## config.mk

```make
export PLATFORM = sky130hd
export DESIGN_NAME = clock_enable_bank
export DESIGN_NICKNAME = d
export VERILOG_FILES = /design/src/rtl/clock_enable_bank.sv
export SDC_FILE = /design/constraint.sdc
export NUM_CORES = 1
export LEC_CHECK = 0
export CAP_MARGIN = 10
export CORE_ASPECT_RATIO = 0.7
export CORE_MARGIN = 2
export CORE_UTILIZATION = 55
export CTS_BUF_LIST = sky130_fd_sc_hd__clkbuf_8
export DETAILED_ROUTE_END_ITERATION = 8
export PLACE_DENSITY_LB_ADDON = 0.15
export SKIP_CTS_REPAIR_TIMING = 1
export SLEW_MARGIN = 20
export SYNTH_ARGS = -nofsm -noshare
export SYNTH_HDL_FRONTEND = slang
export SYNTH_SLANG_ARGS = --single-unit
```

## constraint.sdc

```tcl
create_clock -name clk_in -period 9.45 [get_ports clk_in]
set_input_delay 1.89 -clock clk_in [delete_from_list [all_inputs] [get_ports clk_in]]
set_output_delay 1.89 -clock clk_in [all_outputs]
set_load 0.005 [all_outputs]
```

## src/rtl/clock_enable_bank.sv

```systemverilog
// Multi-channel programmable clock-enable generator with per-channel divisor, mode and run control.
// Optional CE_COUNT_EN adds cnt_clr and per-channel 16-bit saturating CE counters (ce_count).
module clock_enable_bank #(
    parameter int NUM_CH      = 4,
    parameter int CNT_WIDTH   = 32,
    parameter int DEFAULT_DIV = 10,
    parameter int CH_IDX_W    = 2
) (
    input  logic                 clk_in,
    input  logic                 reset_n,
    input  logic                 cfg_we,
    input  logic [CH_IDX_W-1:0]  cfg_ch,
    input  logic [CNT_WIDTH-1:0] cfg_div,
    input  logic                 cfg_mode,
    input  logic [NUM_CH-1:0]    run,
`ifdef CE_COUNT_EN
    input  logic                 cnt_clr,
    output logic [NUM_CH*16-1:0] ce_count,
`endif
    output logic [NUM_CH-1:0]    CE_out,
    output logic [NUM_CH-1:0]    busy
);

    typedef enum logic [1:0] {
        S_IDLE = 2'd0,
        S_RUN  = 2'd1,
        S_DONE = 2'd2
    } state_t;

    localparam logic [CNT_WIDTH-1:0] ONE = CNT_WIDTH'(1);
    localparam logic [CNT_WIDTH-1:0] DEF = CNT_WIDTH'(DEFAULT_DIV);

    for (genvar i = 0; i < NUM_CH; i++) begin : g_ch
        state_t               state;
        state_t               state_nxt;
        logic [CNT_WIDTH-1:0] count;
        logic [CNT_WIDTH-1:0] div_active;
        logic [CNT_WIDTH-1:0] div_shadow;
        logic [CNT_WIDTH-1:0] shadow_nxt;
        logic [CNT_WIDTH-1:0] d_eff;
        logic                 mode;
        logic                 wr;
        logic                 ce;
        logic                 bsy;

        // channel index match; out-of-range selects never match
        assign wr         = cfg_we && (cfg_ch == CH_IDX_W'(i));
        assign shadow_nxt = wr ? cfg_div : div_shadow;
        assign d_eff      = (div_active == '0) ? ONE : div_active;

        // state register
        always_ff @(posedge clk_in) begin
            if (!reset_n) state <= S_IDLE;
            else          state <= state_nxt;
        end

        // next-state decode; run low wins over a coincident CE
        always_comb begin
            state_nxt = state;
            unique case (state)
                S_IDLE: if (run[i]) state_nxt = S_RUN;
                S_RUN: begin
                    if (!run[i])        state_nxt = S_IDLE;
                    else if (ce && mode) state_nxt = S_DONE;
                end
                S_DONE: if (!run[i]) state_nxt = S_IDLE;
                default: state_nxt = S_IDLE;
            endcase
        end

        // outputs decoded from registered state and count
        always_comb begin
            ce  = (state == S_RUN) && (count == d_eff - ONE);
            bsy = (state == S_RUN);
        end

        // counter, divisor shadow/active and mode registers
        always_ff @(posedge clk_in) begin
            if (!reset_n) begin
                count      <= '0;
                div_active <= DEF;
                div_shadow <= DEF;
                mode       <= 1'b0;
            end else begin
                if (wr) begin
                    div_shadow <= cfg_div;
                    mode       <= cfg_mode;
                end
                if (state != S_RUN || ce) div_active <= shadow_nxt;
                if (state == S_RUN && run[i] && !ce) count <= count + ONE;
                else                                 count <= '0;
            end
        end

        assign CE_out[i] = ce;
        assign busy[i]   = bsy;

`ifdef CE_COUNT_EN
        logic [15:0] cnt;

        // saturating CE pulse counter, clear has priority
        always_ff @(posedge clk_in) begin
            if (!reset_n || cnt_clr)        cnt <= 16'd0;
            else if (ce && cnt != 16'hFFFF) cnt <= cnt + 16'd1;
        end

        assign ce_count[16*i +: 16] = cnt;
`endif
    end

endmodule

```

==> results.md <==
- Outcome: finished, final reports clean
- Starting utilization of the core area: 0.559
- Per-instance average area after synthesis: 9.11 um^2
- Register area share after synthesis: 0.368
- Worst Hold End: g_ch[3].state[0]$_SDFFE_PN0P_
- Routability Congestion: 0.930
- Proportion of layout cells with a drive suffix above 1: 0.0815
- Worst min-delay path startpoint: g_ch[3].state[1]$_SDFFE_PN0P_
- Final min period: 7.17 ns
- Antenna violations before repair: 0
- Antenna cell count: 0
- Critical Path Sink Type: output port
- Clock Skews: 0.0272 ns
- Final setup fails: 0
- Most frequent cells in the layout: 396 x sky130_fd_sc_hd__dfxtp_1, 149 x sky130_fd_sc_hd__nor2_1, 145 x sky130_fd_sc_hd__mux2i_1
- Vertical die dimension: 170 um
- Maximum number of pins on one net before global-route repair: 95
- Area added between synthesis and finish: 9.34%
- Worst setup path class: reg2out
- Area taken by flip-flops and latches: 7930 um^2
- Reg2reg end: g_ch[1].div_active[3]$_SDFFE_PN1P_
- Clk buf depth: 3
- Clk_lat worst skew: 0.65 ns
- Async set or reset register ratio after synthesis: 0
- Detailed Routing Iterations Pass 1: 5
- RSZ-0062 raised after global routing: no
- Post-synth top area share: 0.368
- Worst-case register-to-register setup slack: 4.08 ns
- Post-route DRC violation count: 0
- Sum of negative setup slack: 0 ns
- Maximum fanout count along the critical path: 9
- Area of the multi-input gates: 12800 um^2
- Count of flip-flops with a built-in enable after synthesis: 0
- Worst path arrival time: 5.28 ns
- Final wirelength: 56300 um
- Total via count in the routed design: 17400
- TritonCTS clock tree: yes
- Final Max Tran Viols: 0
- CTS buffer count: 60
- Number of filler instances in the final layout: 3392
- Grt ovf: 0
- Relative slew slack: 0.301
- Origin of the critical flop-to-flop path: g_ch[1].div_active[27]$_SDFFE_PN0P_
- Power density over the cells: 157 nW/um^2
- Seq cells post-synth: 396
- LEAKAGE: 0.00919 uW
- Most common library cell in the layout ignoring fill and taps: sky130_fd_sc_hd__dfxtp_1
- Number of violations of the max-capacitance limit: 0
- Library cells used by synthesis: 90
- Clock root cell: sky130_fd_sc_hd__clkbuf_8
- Final hold violation count: 0
- Dominant cell type by area after synthesis: sky130_fd_sc_hd__dfxtp_1
- Crit start category: flip-flop
- Net Count, Synth: 2412
- Die area: 40800 um^2
- GRT Util Overall: 0.275
- Count of cells along the worst register-to-register path: 14
- Final period utilization: 0.759
- Hold slack final: 0.434 ns
- Req. time, crit path: 7.56 ns
- YS warnings: 0
- Post-layout util: 0.611
- Die boundary width: 240 um
- I/O pin count: 50
- Largest cells by area after synthesis: sky130_fd_sc_hd__dfxtp_1 37%, sky130_fd_sc_hd__mux2i_1 6.7%, sky130_fd_sc_hd__xnor2_1 5.6%
- Worst hold-check path type: reg2reg
- Transition time of the tightest slew-check pin: 1.03 ns
- Clock slew seen by the registers of the worst setup and hold paths: 0.06 ns
- Number of nets in the finished design: 2398
- Site Rows: 60
- Hold-critical path depth: 1
- Netlist area before placement: 21500 um^2
- Most used DFF post-synth: sky130_fd_sc_hd__dfxtp_1
- Placeable core area: 38500 um^2
- First-pass GRT wire length: 89600 um
- Number of design-rule violations left by the first detailed-router iteration: 1351
- Number of vias per cell after detailed routing: 5.95
- Highest achievable clock rate: 139 MHz
- Number of global-route vias before repair: 16300
- Post-route antenna net violation count: 0
- Number of buffer cells added on primary ports: 49
- Synthesized instance count: 2362
- Num Clock Sinks: 396
- WL/cell: 19.3 um
- Largest voltage drop on the vdd net: 0.112 mV
- Post-detail-place hpwl: 40700 um
- H-tree depth reported by CTS: 2
-- flip-flops by register name, summed over array words and instances, names as in the netlist --
register and cells:
g_ch.count 128, g_ch.div_active 128, g_ch.div_shadow 128, g_ch.mode 4, g_ch.state 8
-- cells in the mapped netlist, types with 7 or more instances --
library cell	number
sky130_fd_sc_hd__a21oi_1	33
sky130_fd_sc_hd__nand2b_1	27
sky130_fd_sc_hd__and2_1	99
sky130_fd_sc_hd__nor2b_1	139
sky130_fd_sc_hd__nand3_1	107
sky130_fd_sc_hd__nor4_1	92
sky130_fd_sc_hd__xor2_1	120
sky130_fd_sc_hd__inv_1	33
sky130_fd_sc_hd__xnor2_1	138
sky130_fd_sc_hd__o21ai_0	22
sky130_fd_sc_hd__nand3b_1	15
sky130_fd_sc_hd__nand4b_1	11
sky130_fd_sc_hd__or3_1	11
sky130_fd_sc_hd__nor3b_1	12
sky130_fd_sc_hd__clkbuf_1	98
sky130_fd_sc_hd__nand2_1	115
sky130_fd_sc_hd__nand4_1	54
sky130_fd_sc_hd__buf_4	12
sky130_fd_sc_hd__a211oi_1	8
sky130_fd_sc_hd__or2_2	10
sky130_fd_sc_hd__nor2_1	149
sky130_fd_sc_hd__nor4b_1	13
sky130_fd_sc_hd__ha_1	8
sky130_fd_sc_hd__and4_1	19
sky130_fd_sc_hd__a31oi_1	18
sky130_fd_sc_hd__buf_2	25
sky130_fd_sc_hd__and3_1	39
sky130_fd_sc_hd__a311oi_1	9
sky130_fd_sc_hd__dfxtp_1	396
sky130_fd_sc_hd__mux2i_1	145
sky130_fd_sc_hd__mux2_1	79
sky130_fd_sc_hd__nor4_2	11
sky130_fd_sc_hd__mux2_2	27
sky130_fd_sc_hd__o31ai_1	9
sky130_fd_sc_hd__or4_1	17
sky130_fd_sc_hd__nor3_1	79
sky130_fd_sc_hd__buf_6	7
sky130_fd_sc_hd__o2bb2ai_1	32
-- worst max-delay path, cell delays in order (launching register included) --
cell	delay, ns
sky130_fd_sc_hd__dfxtp_1	0.38
sky130_fd_sc_hd__nor4_1	0.62
sky130_fd_sc_hd__nand4b_1	0.41
sky130_fd_sc_hd__nor3_1	0.49
sky130_fd_sc_hd__nor2_1	0.10
sky130_fd_sc_hd__ha_1	0.28
sky130_fd_sc_hd__o21ba_2	0.21
sky130_fd_sc_hd__a221oi_1	0.29
sky130_fd_sc_hd__a41o_1	0.15
sky130_fd_sc_hd__o21ai_0	0.09
sky130_fd_sc_hd__a311oi_1	0.26
sky130_fd_sc_hd__o2111ai_1	0.36
sky130_fd_sc_hd__nor3_1	0.34
sky130_fd_sc_hd__and2_1	0.16
sky130_fd_sc_hd__clkdlybuf4s50_1	0.50
-- per-layer routing --
layer,GRT usage,vias up,wire (um)
met5,0,-,0
met4,0.0664,0,1020
li1,-,8451,-
met2,0.415,441,24300
met3,0.0420,75,3030
met1,0.410,8404,28000
-- logic make-up (layout without fill, tap and decap cells) --
kind of cell | Yosys count | count (layout) | share of synthesized area
simple gates | 1052 | 1052 | 0.285
flops | 396 | 396 | 0.368
xor+xnor | 258 | 258 | 0.105
mux | 251 | 251 | 0.123
compound gates | 217 | 217 | 0.0770
buf+inv | 180 | 212 | 0.0374
fa+ha+maj | 8 | 8 | 0.00465
-- layout make-up --
| class | count | area share |
|---|---|---|
| Clock buffer | 79 | 0.0462 |
| Multi-Input combinational cell | 1786 | 0.545 |
| Inverter | 33 | 0.00526 |
| Clock inverter | 29 | 0.00872 |
| Tap cell | 527 | 0.0280 |
| Sequential cell | 396 | 0.337 |
| Timing Repair Buffer | 71 | 0.0299 |
-- worst max-delay path by stage --
stage                                   startpoint         to
2_1_floorplan  g_ch[3].div_active[19]$_SDFFE_PN0P_  CE_out[3]
3_5_place_dp   g_ch[2].div_active[22]$_SDFFE_PN0P_  CE_out[2]
6_report        g_ch[2].div_active[8]$_SDFFE_PN0P_  CE_out[2]
4_1_cts        g_ch[2].div_active[22]$_SDFFE_PN0P_  CE_out[2]
3_3_place_gp   g_ch[2].div_active[22]$_SDFFE_PN0P_  CE_out[2]
5_1_grt         g_ch[2].div_active[8]$_SDFFE_PN0P_  CE_out[2]
-- report_power, final --
part | total, uW | switching (uW) | leakage (uW) | internal [uW]
logic | 425 | 259 | 0.00525 | 166
clock network | 1510 | 685 | 0.000732 | 826
registers | 1750 | 40.4 | 0.00321 | 1710
total | 3690 | 984 | 0.00919 | 2700
-- stage by stage --
stage	power [uW]	setup slack, ns	cells	instance area (um^2)
after floorplan	2070	3.99	2362	21500
after global placement	2200	3.13	2810	22200
after detailed placement	2200	3.03	2811	22200
after CTS	3720	2.32	2919	23500
after global routing	3830	1.85	2921	23500
final	3690	2.28	2921	23500
Note: power is estimated with default switching activity, not from simulation.
